[src/rtl/itrx_aib_phy_dll_cal.sv]
// rtl/itrx_aib_phy_dll_cal.sv - AIB manual-mode DLL calibration sequencer
//
// Sweeps the DLL adjust code upward from 0, lets each code settle, takes a
// majority vote of the synchronized phase detector and locks on the first
// code whose vote is 1 after at least one earlier vote of 0.
//
// Ports:
//   clk, rst_n        controller clock, synchronous active-low reset
//   cal_start         one-cycle pulse, starts/restarts calibration (IDLE/LOCKED/FAIL)
//   manual_en         software override, aborts calibration
//   manual_code       adjust code driven while manual_en=1
//   pd_in             asynchronous phase detector input
//   dll_enable        DLL enable
//   dll_lock_req      DLL lock request, equals cal_busy
//   dll_adjust        DLL delay select (the code register)
//   cal_busy          sweep in progress
//   cal_done          one-cycle pulse on entry to LOCKED
//   cal_fail          no 0-to-1 transition found
//   lock              code valid and held
module itrx_aib_phy_dll_cal #(
    parameter int DLYW     = 10,
    parameter int MAX_CODE = 63,
    parameter int SETTLE   = 8,
    parameter int NSAMP    = 4
) (
    input  logic            clk,
    input  logic            rst_n,
    input  logic            cal_start,
    input  logic            manual_en,
    input  logic [DLYW-1:0] manual_code,
    input  logic            pd_in,
    output logic            dll_enable,
    output logic            dll_lock_req,
    output logic [DLYW-1:0] dll_adjust,
    output logic            cal_busy,
    output logic            cal_done,
    output logic            cal_fail,
    output logic            lock
);

    localparam int CMAX = (SETTLE > NSAMP) ? SETTLE : NSAMP;
    localparam int CW   = (CMAX > 1) ? $clog2(CMAX) : 1;
    localparam int OW   = $clog2(NSAMP + 1);

    typedef enum logic [2:0] {
        ST_IDLE,
        ST_SETTLE,
        ST_SAMPLE,
        ST_EVAL,
        ST_LOCKED,
        ST_FAIL
    } state_t;

    state_t          state, state_n;
    logic [DLYW-1:0] code, code_n;
    logic [CW-1:0]   cnt, cnt_n;
    logic [OW-1:0]   ones, ones_n;
    logic            seen_low, seen_low_n;
    logic            lock_n, cal_done_n, cal_fail_n;
    logic            busy_n, enable_n;
    logic            pd_meta, pd_s;
    logic            vote;

    // Majority vote; an exact tie counts as 0.
    assign vote = (ones > OW'(NSAMP / 2));

    always_comb begin
        state_n    = state;
        code_n     = code;
        cnt_n      = cnt;
        ones_n     = ones;
        seen_low_n = seen_low;
        lock_n     = lock;
        cal_done_n = 1'b0;
        cal_fail_n = cal_fail;

        if (manual_en) begin
            state_n    = ST_IDLE;
            code_n     = manual_code;
            lock_n     = 1'b0;
            cal_fail_n = 1'b0;
        end else begin
            case (state)
                ST_IDLE: begin
                    if (cal_start) begin
                        state_n    = ST_SETTLE;
                        code_n     = '0;
                        cnt_n      = '0;
                        seen_low_n = 1'b0;
                        cal_fail_n = 1'b0;
                    end
                end
                ST_SETTLE: begin
                    if (cnt == CW'(SETTLE - 1)) begin
                        state_n = ST_SAMPLE;
                        cnt_n   = '0;
                        ones_n  = '0;
                    end else begin
                        cnt_n = cnt + 1'b1;
                    end
                end
                ST_SAMPLE: begin
                    ones_n = ones + OW'(pd_s);
                    if (cnt == CW'(NSAMP - 1)) begin
                        state_n = ST_EVAL;
                        cnt_n   = '0;
                    end else begin
                        cnt_n = cnt + 1'b1;
                    end
                end
                ST_EVAL: begin
                    if (!vote) begin
                        seen_low_n = 1'b1;
                    end
                    if (vote && seen_low) begin
                        state_n    = ST_LOCKED;
                        lock_n     = 1'b1;
                        cal_done_n = 1'b1;
                    end else if (code == DLYW'(MAX_CODE)) begin
                        // Failure parks the delay line at code 0.
                        state_n    = ST_FAIL;
                        code_n     = '0;
                        cal_fail_n = 1'b1;
                    end else begin
                        state_n = ST_SETTLE;
                        code_n  = code + 1'b1;
                        cnt_n   = '0;
                    end
                end
                ST_LOCKED, ST_FAIL: begin
                    if (cal_start) begin
                        state_n    = ST_SETTLE;
                        code_n     = '0;
                        cnt_n      = '0;
                        seen_low_n = 1'b0;
                        lock_n     = 1'b0;
                        cal_fail_n = 1'b0;
                    end
                end
                default: begin
                    state_n = ST_IDLE;
                end
            endcase
        end

        busy_n   = (state_n == ST_SETTLE) || (state_n == ST_SAMPLE) || (state_n == ST_EVAL);
        enable_n = (state_n != ST_IDLE) || manual_en;
    end

    always_ff @(posedge clk) begin
        if (!rst_n) begin
            state        <= ST_IDLE;
            code         <= '0;
            cnt          <= '0;
            ones         <= '0;
            seen_low     <= 1'b0;
            lock         <= 1'b0;
            cal_done     <= 1'b0;
            cal_fail     <= 1'b0;
            cal_busy     <= 1'b0;
            dll_lock_req <= 1'b0;
            dll_enable   <= 1'b0;
            pd_meta      <= 1'b0;
            pd_s         <= 1'b0;
        end else begin
            state        <= state_n;
            code         <= code_n;
            cnt          <= cnt_n;
            ones         <= ones_n;
            seen_low     <= seen_low_n;
            lock         <= lock_n;
            cal_done     <= cal_done_n;
            cal_fail     <= cal_fail_n;
            cal_busy     <= busy_n;
            dll_lock_req <= busy_n;
            dll_enable   <= enable_n;
            pd_meta      <= pd_in;
            pd_s         <= pd_meta;
        end
    end

    assign dll_adjust = code;

endmodule

[config.mk]
export PLATFORM = sky130hd
export DESIGN_NAME = itrx_aib_phy_dll_cal
export DESIGN_NICKNAME = d
export VERILOG_FILES = /design/src/rtl/itrx_aib_phy_dll_cal.sv
export SDC_FILE = /design/constraint.sdc
export NUM_CORES = 1
export LEC_CHECK = 0
export CORE_MARGIN = 1.5
export CORE_UTILIZATION = 52
export CTS_CLUSTER_DIAMETER = 80
export DETAILED_ROUTE_END_ITERATION = 16
export PLACE_DENSITY = 0.81
export SLEW_MARGIN = 20
export SYNTH_ARGS = -nofsm -noshare
export SYNTH_HDL_FRONTEND = slang
export SYNTH_SLANG_ARGS = --single-unit
export TNS_END_PERCENT = 100
[constraint.sdc]
create_clock -name clk -period 2.4 [get_ports clk]
set_input_delay 0.24 -clock clk [delete_from_list [all_inputs] [get_ports clk]]
set_output_delay 0.24 -clock clk [all_outputs]
set_load 0.02 [all_outputs]
==> results.toml, run 1 <==
[outcome]
status = "complete, no violations"

[critical_path]
worstRegToRegCells = 5
critPathCaptureType = "flop"
worst_ep_required_time_ns = 2.62
r2r-start = "state[1]"
critical_path.max_fanout = 14
cp_data_arrival_time_ns = 2.09
r2r_setup_slack_ns = 0.52
r2r_end = "dll_adjust[2]"
critical_path_class = "flop to flop"
startpoint_type = "flop"

[timing]
fmax_mhz = 533
min_period_ns = 1.88
worst_pin_slew_ns = 0.530
slew_violations = 0
hold_violations = 0
whs_ns = 0.485
finClkSkew_ns = 0.00706
rsz0062_at_grt = "no"
finalCritPeriodShare = 0.781
relSlewSlack = 0.646
finalSetupViolCount = 0
tns_ns = 0

[final_layout]
seqCellArea_um2 = 541
multi_input_area_um2 = 893
synthToLayoutAreaGrowth_pct = 21.6
antenna_cells = 0
nFillCells = 221
fin_util = 0.670
finalNetCount = 223
layout-drive-gt1-share = 0.0900

[logic_synthesis]
ys_ff_latch = 27
seq_area_frac_synth = 0.356
avgSynthCellArea_um2 = 8.79
synth.most_common_cell = "dfxtp_1"
synth_top_cell_area_share = 0.356
synth_cell_types = 55
synthFlopType = "dfxtp_1"
syn_nets = 195
async_flop_share = 0
synth_area_um2 = 1520
synth_commonest_cells = "dfxtp_1, nor2_1, nand2_1, a21oi_1, ha_1"
synth_edf_count = 0
yosysWarnings = 0
synth_largest_area_cell = "dfxtp_1"
ys_top_cells_by_area = "dfxtp_1, ha_1, nor2_1"
netlist_instances = 173

[detailed_routing]
routedWlPerCell_um = 15.1
ant_nets = 0
vias = 1412
totalWireLength_mm = 3.49
detailedRoute.firstIterationViolations = 45
drc = 0
viasPerCell = 6.11
drt_first_pass_iters = 4

[cts]
clockRootBuffer = "clkbuf_4"
clockBufferDepth = 2
insertion_delay_ns = 0.33
cts_htree_levels = 1
cts_resized = 0
holdBufCountCts = 0
cts.clk_slew.worst_paths_ns = 0.14
cts_sinks = 27
numCtsBuffers = 3
post_cts_buffers = 0
cts_tree = "built"

[placed_design]
gp_congestion = 0.835
dp_hpwl_mm = 2.60
port-buffer-count = 30

[global_route]
grt_antenna_before_repair = 0
grt_pass1_vias = 1303
grt_max_degree = 18
grt_usage = 0.218
grt_pass1_wl_mm = 5.68
grt-ovfl-total = 0

[floorplanning]
start_util = 0.551
dieArea_um2 = 3260
dieWidth_um = 57.1
die_y_um = 57.1
io_pins = 31
core_um2 = 2760
rows = 19

[worst_hold_path]
holdPathEnd = "pd_s"
worstHoldPathType = "flop to flop"
hold_path_depth = 1
hp-start = "pd_meta"

[power_and_ir_drop]
p_leak_uw = 0.000682
ir_worst_vdd_v = 0.000447
power_density_nw_per_um2 = 441

[job]
cap_viol_max_count = 0
[kinds of logic (layout without fill, tap and decap cells)]
kind of cell	Yosys count	in the layout	synth area share
AO/OA/AOI/OAI	47	47	0.227
buffers and inverters	17	44	0.0568
XOR/XNOR	3	3	0.0173
AND/OR/NAND/NOR	70	70	0.272
multiplexers	2	2	0.0132
flip-flops	27	27	0.356
adder cells (fa/ha/maj)	7	7	0.0576
[per-stage QoR]
step | total power (uW) | worst slack (ns) | cell area [um2] | cells
finish | 815 | 0.525 | 1850 | 231
global route | 850 | 0.383 | 1850 | 231
CTS | 822 | 0.541 | 1850 | 231
detailed placement | 626 | 0.390 | 1820 | 227
global placement | 621 | 0.532 | 1820 | 227
floorplan | 564 | 0.590 | 1520 | 173
[registers in the layout (all words and copies together), names as in the netlist]
register / flops
cal_done: 1
dll_adjust: 10
pd_s: 1
dll_enable: 1
pd_meta: 1
state: 3
cal_busy: 1
cal_fail: 1
seen_low: 1
cnt: 3
lock: 1
ones: 3
[metal layers]
metal	wire length, um	GRT usage	vias to the layer above
met5	0	0	-
met2	1620	0.337	59
met3	221	0.0340	4
met1	1600	0.298	659
met4	54	0.106	0
li1	-	-	690
[worst max path at each step]
stage | from | endpoint | slack (ns) | cells after the start
final | state[1] | dll_adjust[2] | 0.52 | 5
after detailed placement | manual_en | dll_adjust[2] | 0.39 | 4
after global placement | manual_en | dll_adjust[3] | 0.53 | 4
after CTS | dll_adjust[0] | dll_adjust[0] | 0.54 | 6
after global routing | dll_adjust[0] | dll_adjust[0] | 0.38 | 6
after floorplan | dll_adjust[0] | dll_adjust[0] | 0.59 | 6
[final cells by class]
type / instances / area share
multi-input combinational: 129 / 0.483
timing repair buffer: 33 / 0.175
sequential: 27 / 0.292
inverter: 7 / 0.0142
tap: 31 / 0.0210
clock buffer: 4 / 0.0142
[layout by cell type, fill, tap and decap left out, types with 4 or more instances in the layout]
master           Yosys  layout
inv_1                6       6
nand3_1              4       4
nand2b_1             6       6
nand2_1             13      13
clkdlybuf4s50_1      0      30
nor2_1              14      14
nor3_1               4       4
o211ai_1             5       5
ha_1                 7       7
nand3b_1             4       4
a21oi_1              9       9
dfxtp_1             27      27
o21ai_0              6       6
[report_power, final]
| group | leakage (uW) | total (uW) | switching (uW) | internal, uW |
|---|---|---|---|---|
| sequential | 0.000221 | 483 | 19.7 | 463 |
| combinational | 0.000446 | 134 | 64.5 | 69.7 |
| clock | 0.0000150 | 198 | 132 | 65.3 |
| total | 0.000682 | 815 | 216 | 598 |
[worst max-delay path, cell delays in order, from the launching register on]
cell	delay, ns
dfxtp_1	0.62
nand3b_1	0.21
a21oi_4	0.22
nand2b_2	0.11
or2_4	0.27
o311ai_1	0.33
No activity file was read; power rests on OpenSTA's default activity.
==> inputs of run 2 (changes only) <==
- CORE_UTILIZATION: 52 -> 51
- PLACE_DENSITY: 0.81 -> 0.79
- clock period: 2.4 -> 1.9 ns (I/O delays scaled with it)
==> run 2 against run 1 <==
  * Global-route usage is 2.4 points higher
  * Sequential power rose by 26%
  * Total power grew 30%
  * Count of clock-buffer cells in the layout shrank 1
  * Cell area rose by 2.6%
  * Flip-flop and latch count did not move
  * Non-clock buffer count is 6 higher
  * Critical path depth increased by 2
  * Clock skew is 0.0010 ns higher
  * Critical path type unchanged
  * Critical endpoint is now dll_adjust[5]
==> results.toml, run 2 (synthesis gave the netlist of run 1 again) <==
[cts]
cts_htree_levels = 1
cts.clk_slew.worst_paths_ns = 0.16
cts_sinks = 27
cts_resized = 0
holdBufCountCts = 0
cts_tree = "built"
post_cts_buffers = 0
numCtsBuffers = 3
insertion_delay_ns = 0.35
clockRootBuffer = "clkbuf_4"
clockBufferDepth = 2

[final_layout]
nFillCells = 223
layout-drive-gt1-share = 0.121
largest_register_ffs = 10
final_common_cell = "clkdlybuf4s50_1"
fin_area_um2 = 1900
finalNetCount = 229
synthToLayoutAreaGrowth_pct = 24.8
antenna_cells = 0
mostFrequentLayoutCells = "clkdlybuf4s50_1, dfxtp_1, nor2_1"

[floorplanning]
dieWidth_um = 57.6
rows = 19
dieArea_um2 = 3320
io_pins = 31
die_y_um = 57.6
start_util = 0.547
core_um2 = 2780

[worst_hold_path]
worstHoldPathType = "primary input to flop"

[critical_path]
critical_path.max_fanout = 6
critPathCaptureType = "flop"
cp_slowest_cell = "dfxtp_1"
critical_path_class = "flop to flop"
path_cells = "ha_1 > nand3_1 > nor4b_4 > buf_4 > a211oi_1 > o211ai_1 > o211ai_1"
crit_top_cell = "o211ai_1"
cp_data_arrival_time_ns = 2.02
startpoint_type = "flop"
slowest_delay_ns = 0.43
worst_ep_required_time_ns = 2.15

[detailed_routing]
drt_first_pass_iters = 4
vias = 1430
totalWireLength_mm = 3.78
drc = 0
viasPerCell = 6.03
ant_nets = 0
routedWlPerCell_um = 16.0
detailedRoute.firstIterationViolations = 65

[placed_design]
port-buffer-count = 30
gp_congestion = 0.851
dp_hpwl_mm = 2.81
placed_area_um2 = 1870

[global_route]
grt-busiest-layer = "met2"
grt_pass1_vias = 1397
grt-ovfl-total = 0
grt_usage = 0.242
grt_pass1_wl_mm = 6.25
use_met3 = 0.0295
grt_max_degree = 18
grt_antenna_before_repair = 0
met2_usage = 0.391
use_met1 = 0.323

[timing]
finalCritPeriodShare = 0.931
tns_ns = 0
worst_pin_slew_ns = 0.365
finalSetupViolCount = 0
min_period_ns = 1.77
rsz0062_at_grt = "no"
slew_violations = 0
hold_violations = 0
fmax_mhz = 565
relSlewSlack = 0.756
finClkSkew_ns = 0.00810

[power_and_ir_drop]
p_leak_uw = 0.000711
power_density_nw_per_um2 = 558
ir_worst_vdd_v = 0.000398

[outcome]
status = "complete, no violations"

[job]
cap_viol_max_count = 0
run 2: cell count changes in the layout (fill, tap and decap cells not counted), sizes merged:
| cell | delta |
|---|---|
| clkinvlp | +1 |
| clkbuf | -1 |
| buf | +6 |
run 2: worst paths after layout:
kind | start | slack, ns | cells after the start | to
max reg2reg | dll_adjust[0] | 0.13 | 7 | dll_adjust[5]
max | dll_adjust[0] | 0.13 | 7 | dll_adjust[5]
min | pd_in | 0.40 | 2 | pd_meta
min reg2reg | cnt[1] | 0.48 | 2 | cnt[1]
run 2: area by class of cell:
| class | count | area [um2] | share of cell area |
|---|---|---|---|
| clock inverters | 1 | 7.51 | 0.00396 |
| multi-input cells | 129 | 893 | 0.471 |
| repair buffers | 39 | 368 | 0.194 |
| inverters | 7 | 26.3 | 0.0139 |
| clock buffers | 3 | 22.5 | 0.0119 |
| flip-flops and latches | 27 | 541 | 0.285 |
| well taps | 31 | 38.8 | 0.0204 |
run 2: worst max-delay path: cells and delay by family (launching register included):
kind | cells | cell delay (ns)
AOI/OAI and AO/OA | 3 | 0.38
and+or+nand+nor | 2 | 0.46
DFF | 1 | 0.43
adders and majority gates | 1 | 0.23
buffers and inverters | 1 | 0.18
run 2: report_power, final:
part	switching, uW	total, uW	internal [uW]	leakage (uW)
Combinational	82.4	174	91.9	0.000476
Sequential	24.8	610	585	0.000221
Clock	193	274	81.2	0.0000139
run 2: through the flow:
stage	std cells	utilization	worst slack [ns]	hold WS (ns)	total power, uW
global route	237	0.682	0.00975	0.397	1100
CTS	237	0.682	0.143	0.390	1060
finish	237	0.682	0.132	0.395	1060
detailed placement	233	0.671	0.163	0.458	795
floorplan	173	-	0.0903	0.306	712
global placement	233	0.671	0.199	0.425	789
run 2: layer usage:
metal	wire (um)	part of all wire	up-vias
li1	-	-	699
met1	1720	0.46	668
met4	98	0.026	0
met2	1790	0.47	52
met3	174	0.046	11
met5	0	0	-
